===== config.mk =====
export PLATFORM = sky130hd
export DESIGN_NAME = cpu_run_ctrl
export DESIGN_NICKNAME = d
export VERILOG_FILES = /design/src/rtl/cpu_run_ctrl_pkg.sv /design/src/rtl/cpu_clk_div.sv /design/src/rtl/cpu_run_ctrl.sv
export SDC_FILE = /design/constraint.sdc
export NUM_CORES = 1
export LEC_CHECK = 0
export ABC_AREA = 1
export CAP_MARGIN = 10
export CORE_MARGIN = 4
export CORE_UTILIZATION = 29
export DETAILED_ROUTE_END_ITERATION = 16
export PLACE_DENSITY_LB_ADDON = 0.12
export SLEW_MARGIN = 20
export SYNTH_ARGS = -nofsm -noshare
export SYNTH_HDL_FRONTEND = slang
export SYNTH_HIERARCHICAL = 1
export SYNTH_SLANG_ARGS = --single-unit

===== constraint.sdc =====
create_clock -name clk_mem -period 3.65 [get_ports clk_mem]
set_input_delay 0.73 -clock clk_mem [delete_from_list [all_inputs] [get_ports clk_mem]]
set_output_delay 0.73 -clock clk_mem [all_outputs]
set_load 0.02 [all_outputs]

===== src/rtl/cpu_run_ctrl_pkg.sv =====
// Shared definitions for the CPU run/step controller: state encoding and default widths.
package cpu_run_ctrl_pkg;

   localparam int DIV_W_DEF = 4;
   localparam int CYC_W_DEF = 24;

   typedef enum logic [2:0] {
      ST_IDLE  = 3'd0,
      ST_CLEAR = 3'd1,
      ST_RUN   = 3'd2,
      ST_DRAIN = 3'd3,
      ST_DONE  = 3'd4
   } state_e;

endpackage


===== src/rtl/cpu_clk_div.sv =====
// Divided CPU clock: toggles every div_q+1 enabled cycles, parked low whenever disabled or loading.
module cpu_clk_div
   import cpu_run_ctrl_pkg::*;
#(
   parameter int DIV_W = DIV_W_DEF
) (
   input  logic             clk,
   input  logic             rst,
   input  logic             en,
   input  logic             load,
   input  logic [DIV_W-1:0] div_q,
   output logic             cpu_clk,
   output logic             rise,
   output logic             fall
);

   logic [DIV_W-1:0] dcnt_q, dcnt_d;
   logic             clk_q, clk_d;
   logic             tick;

   always_comb begin
      tick   = en && !load && (dcnt_q == div_q);
      dcnt_d = dcnt_q;
      clk_d  = clk_q;
      if (load || !en) begin
         dcnt_d = '0;
         clk_d  = 1'b0;
      end else if (tick) begin
         dcnt_d = '0;
         clk_d  = !clk_q;
      end else begin
         dcnt_d = dcnt_q + 1'b1;
      end
      // Pulses announce the toggle that happens at the coming edge.
      rise = tick && !clk_q;
      fall = tick && clk_q;
   end

   always_ff @(posedge clk) begin
      if (rst) begin
         dcnt_q <= '0;
         clk_q  <= 1'b0;
      end else begin
         dcnt_q <= dcnt_d;
         clk_q  <= clk_d;
      end
   end

   assign cpu_clk = clk_q;

endmodule


===== src/rtl/cpu_run_ctrl.sv =====
// Run/step controller: launches measured runs or single steps of the divided CPU clock and gates the event counter.
module cpu_run_ctrl
   import cpu_run_ctrl_pkg::*;
#(
   parameter int DIV_W = DIV_W_DEF,
   parameter int CYC_W = CYC_W_DEF
) (
   input  logic             clk_mem,
   input  logic             rst,
   input  logic             start,
   input  logic             step,
   input  logic             abort,
   input  logic [DIV_W-1:0] div_i,
   input  logic [CYC_W-1:0] budget_i,
   output logic             cpu_clk,
   output logic             cnt_clr,
   output logic             cnt_en,
   output logic             busy,
   output logic             done,
   output logic [CYC_W-1:0] cyc_o
);

   state_e           state_q, state_d;
   logic             start_q, step_q;
   logic [DIV_W-1:0] div_q, div_d;
   logic [CYC_W-1:0] bud_q, bud_d;
   logic [CYC_W-1:0] cyc_q, cyc_d;
   logic [CYC_W-1:0] runc_q, runc_d;
   logic             start_edge, step_edge, run_or_drain, abort_low;
   logic             div_en, div_load, rise, fall;

   cpu_clk_div #(.DIV_W(DIV_W)) u_div (
      .clk     (clk_mem),
      .rst     (rst),
      .en      (div_en),
      .load    (div_load),
      .div_q   (div_q),
      .cpu_clk (cpu_clk),
      .rise    (rise),
      .fall    (fall)
   );

   always_comb begin
      start_edge   = start && !start_q;
      step_edge    = step && !step_q;
      run_or_drain = (state_q == ST_RUN) || (state_q == ST_DRAIN);
      // An abort with the clock low halts at once, so the pending rise must be suppressed.
      abort_low    = (state_q == ST_RUN) && abort && !cpu_clk;
      div_en       = run_or_drain && !abort_low;
      div_load     = (state_q == ST_CLEAR) ||
                     (((state_q == ST_IDLE) || (state_q == ST_DONE)) && step_edge && !start_edge);

      state_d = state_q;
      div_d   = div_q;
      bud_d   = bud_q;
      cyc_d   = cyc_q;
      runc_d  = runc_q;
      if (rise) begin
         cyc_d  = cyc_q + 1'b1;
         runc_d = runc_q + 1'b1;
      end

      unique case (state_q)
         ST_IDLE, ST_DONE: begin
            if (start_edge) begin
               state_d = ST_CLEAR;
            end else if (step_edge) begin
               state_d = ST_RUN;
               div_d   = div_i;
               bud_d   = CYC_W'(1);
               runc_d  = '0;
            end
         end
         ST_CLEAR: begin
            state_d = ST_RUN;
            div_d   = div_i;
            bud_d   = budget_i;
            cyc_d   = '0;
            runc_d  = '0;
         end
         ST_RUN: begin
            // runc counts rises of this run only, so a step keeps cyc_o yet still stops after one cycle.
            if (abort_low) begin
               state_d = ST_DONE;
            end else if (abort) begin
               state_d = fall ? ST_DONE : ST_DRAIN;
            end else if (rise && (bud_q != '0) && ((runc_q + 1'b1) == bud_q)) begin
               state_d = ST_DRAIN;
            end
         end
         ST_DRAIN: begin
            if (fall) state_d = ST_DONE;
         end
         default: state_d = ST_IDLE;
      endcase
   end

   always_ff @(posedge clk_mem) begin
      if (rst) begin
         state_q <= ST_IDLE;
         start_q <= 1'b0;
         step_q  <= 1'b0;
         div_q   <= '0;
         bud_q   <= '0;
         cyc_q   <= '0;
         runc_q  <= '0;
      end else begin
         state_q <= state_d;
         start_q <= start;
         step_q  <= step;
         div_q   <= div_d;
         bud_q   <= bud_d;
         cyc_q   <= cyc_d;
         runc_q  <= runc_d;
      end
   end

   assign cnt_clr = (state_q == ST_CLEAR);
   assign cnt_en  = run_or_drain;
   assign busy    = (state_q == ST_CLEAR) || run_or_drain;
   assign done    = (state_q == ST_DONE);
   assign cyc_o   = cyc_q;

endmodule


==> run metrics <==
Required @ worst endpoint 3.91 ns; Std-Cell Core Area between 15000 and 20000 um2; Max stage delay cell, worst path clkdlybuf4s50_1; number of buffers created by CTS 9; effective utilization at floorplan 0.3005; min setup slack post-route 0.4506 ns; post-route cell area 6112 um2; DIE HEIGHT between 100 and 150 um; DRT Pass-1 Iters 4; warning count from the yosys run 6; class of the tightest hold or removal check flip-flop to flip-flop; CP Cell Sequence clkdlybuf4s50_1 > inv_1 > nor2_1 > nor3_1 > nor2_1 > inv_1 > nor2_4 > nand3_1 > nor2_2 > nand2_2 > nor2_4 > inv_2 > nor2_1 > inv_1 > nor2_1 > inv_1 > nor2_1 > inv_1 > nor2_2 > nand2_1 > nor2_1 > nand3_1 > a221oi_1; detail-routed via count per cell around 4.6; run status finished, final reports clean; ratio of cells with drive above 1 in the final layout 0.07829; global-route total usage across every layer 0.1560; leftover overflow at the end of global routing 0; leakage roughly 0.0026 uW; wire length of the first global-routing pass 23.09 mm; WHS 0.4809 ns; initial DRC count 255; gate count of the mapped netlist roughly 770; critical path launch point type input pin; pwr dens 628.9 nW/um2; fraction of registers with async set or reset after synthesis 0; cell type with the highest occurrence count on the critical path nor2_1; Slew @ Worst Pin 0.7685 ns; area share of and/or/nand/nor cells after synthesis 0.3873; crit path max fanout 5; Worst setup EP type flip-flop; setup tns final 0 ns; total of buffers placed on input and output ports a little over 60; clock slew seen by the registers of the worst setup and hold paths ~0.070 ns; maximum cell stage delay along the critical path 0.45 ns; Sink Count 86; distinct cell type count of the synthesized netlist 40; netlist area before placement 4842 um2; maxcap violations 0; highest attainable clock frequency 312.6 MHz; fin crit share 0.8766; Antenna Diode Count 0; antenna violations before repair 0; worst ir drop on vdd 0.2504 mV; register area share after synthesis 0.3556; number of placement rows 46; dominant combinational cell family by area after synthesis simple AND/OR/NAND/NOR gates; post-layout min period 3.199 ns; root buffer cell clkbuf_16; final weighted congestion of routability-driven global placement around 0.86; cell with the most instances after synthesis nand2_1; Post-DP HPWL 10.62 mm; final setup vio count 0; via count of the first global-routing pass between 4000 and 5000; number of enable-type register cells in the synthesized netlist 0; commonest register cell after synthesis dfxtp_1; RSZ-0062 raised after global routing no; compound-cell area share of the yosys netlist 0.1204; I/O pins 62; adder-cell share of the synthesized area 0.007752; ranking of synthesized cells by area dfxtp_1 36%, nand2_1 14%, inv_1 9.1%, nand3_1 8.4%, nor2_1 7.4%; crit path DAT 3.46 ns; post-detailed-route count of antenna-violating nets 0; Slew Limit Headroom 0.4871; pre-CTS setup slack 0.007300 ns; Max Transition Viols Final 0; Synth area leader dfxtp_1; clock latency at the later pin of the worst-skew pair 0.35 ns; setup clock skew after layout 0.007830 ns; instance area after placement slightly below 6000 um2; area share of xor/xnor cells in the synthesized design 0.01731; synthesized area per cell 6.313 um2; width of the die 137.2 um; number of levels in the clock H-tree 3; floorplan die area roughly 19000 um2; DRT Wirelength 13.96 mm; TritonCTS clock tree yes; average routed wire per standard cell ~13 um; Post-CTS Setup Repair Bufs 0; maximum number of buffers from clock root to sink 2; post-synthesis to final-layout area growth 26.23%; number of flip-flops and latches in the synthesized netlist 86; Setup CP Type input pin to flip-flop; final hold viol count 0; vias after detailed routing approximately 4900; post-route DRC violation count 0; mux contribution to synthesized area 0; number of nets in the layout about 900; largest net degree at the start of global routing 28; nets in the synthesized netlist around 800; Post-synth top cells 183 x nand2_1, 117 x inv_1, 96 x nor2_1, 86 x dfxtp_1, 81 x nand3_1; share of Yosys cell area claimed by the top area cell type 0.3556
==> cell type report <==
cell class,count,area (um2)
multi-input combinational,538,2594
inverter,126,473.0
clock buffer,10,229.0
sequential,86,1722
clock inverter,6,93.84
timing repair buffer,77,730.7
tap,216,270.3
fill,1760,10000
==> sequential cells by signal, summed over array words and instances (netlist names) <==
register / count
u_div/dcnt_q: 4
bud_q: 24
step_q: 1
runc_q: 24
start_q: 1
u_div/cpu_clk: 1
state_q: 3
div_q: 4
cyc_o: 24
==> repair_timing <==
item | 4_1_cts | 5_1_grt
setup endpoints to repair | 0 | 4
endpoints found under the hold margin | 0 | 0
hold buffers | 0 | 0
gates resized for setup | 0 | 1
==> placed cells by master, fill, tap and decap left out, types with 2 or more instances in the layout <==
cell type	count
nor3_1	16
a31oi_1	3
xor2_1	4
clkinv_1	4
dfxtp_1	86
inv_2	5
nand2_1	183
clkbuf_16	9
nor2_4	6
o21ai_0	52
bufinv_16	2
nand3_2	2
inv_1	117
nor2_1	95
nand3_1	81
and2_1	2
clkdlybuf4s50_1	61
buf_4	16
nand3b_1	3
xnor2_1	3
nand2_2	9
nor4_1	2
a21oi_1	40
nor2_8	2
o211ai_1	6
inv_6	2
ha_1	3
nand4_1	5
nor2_2	8
==> critical path: cells and delay by family <==
kind,cells,cell delay (ns)
and+or+nand+nor,15,1.64
buffers and inverters,7,0.85
AOI/OAI and AO/OA,1,0.23
==> final timing paths <==
kind,from,to,slack [ns],depth (start not counted)
worst max-delay path,start,cyc_o[19]$_SDFFE_PP0P_,0.45,23
worst min-delay path,div_q[1]$_SDFFE_PP0P_,div_q[1]$_SDFFE_PP0P_,0.48,2
worst max register to register,state_q[2]$_SDFFE_PP0P_,cyc_o[19]$_SDFFE_PP0P_,0.73,22
worst min register to register,div_q[1]$_SDFFE_PP0P_,div_q[1]$_SDFFE_PP0P_,0.48,2
==> power by group <==
group,total [uW],switching (uW),internal (uW)
logic,1480,929,553
registers,1340,214,1120
clock network,1020,418,607
total,3840,1560,2280
==> cell families after synthesis <==
| kind of cell | count (synthesis) |
|---|---|
| flip-flops | 86 |
| AO/OA/AOI/OAI | 108 |
| adder cells (fa/ha/maj) | 3 |
| XOR/XNOR | 8 |
| buffers and inverters | 143 |
| AND/OR/NAND/NOR | 419 |
==> through the flow <==
| stage | cells | util | power (uW) |
|---|---|---|---|
| 2_1_floorplan | 767 | - | 2300 |
| 3_3_place_gp | 1043 | 0.3589 | 2841 |
| 3_5_place_dp | 1043 | 0.3589 | 2855 |
| 4_1_cts | 1059 | 0.3790 | 3903 |
| 5_1_grt | 1059 | 0.3793 | 4164 |
| 6_report | 1059 | 0.3793 | 3844 |
==> per-layer routing <==
layer,share of wire,GRT usage,up-vias
li1,-,-,2580
met1,0.46,0.1938,2230
met2,0.48,0.2673,73
met3,0.045,0.03981,11
met4,0.012,0.04379,0
met5,0,0,-
(Power assumes the default switching activity.)
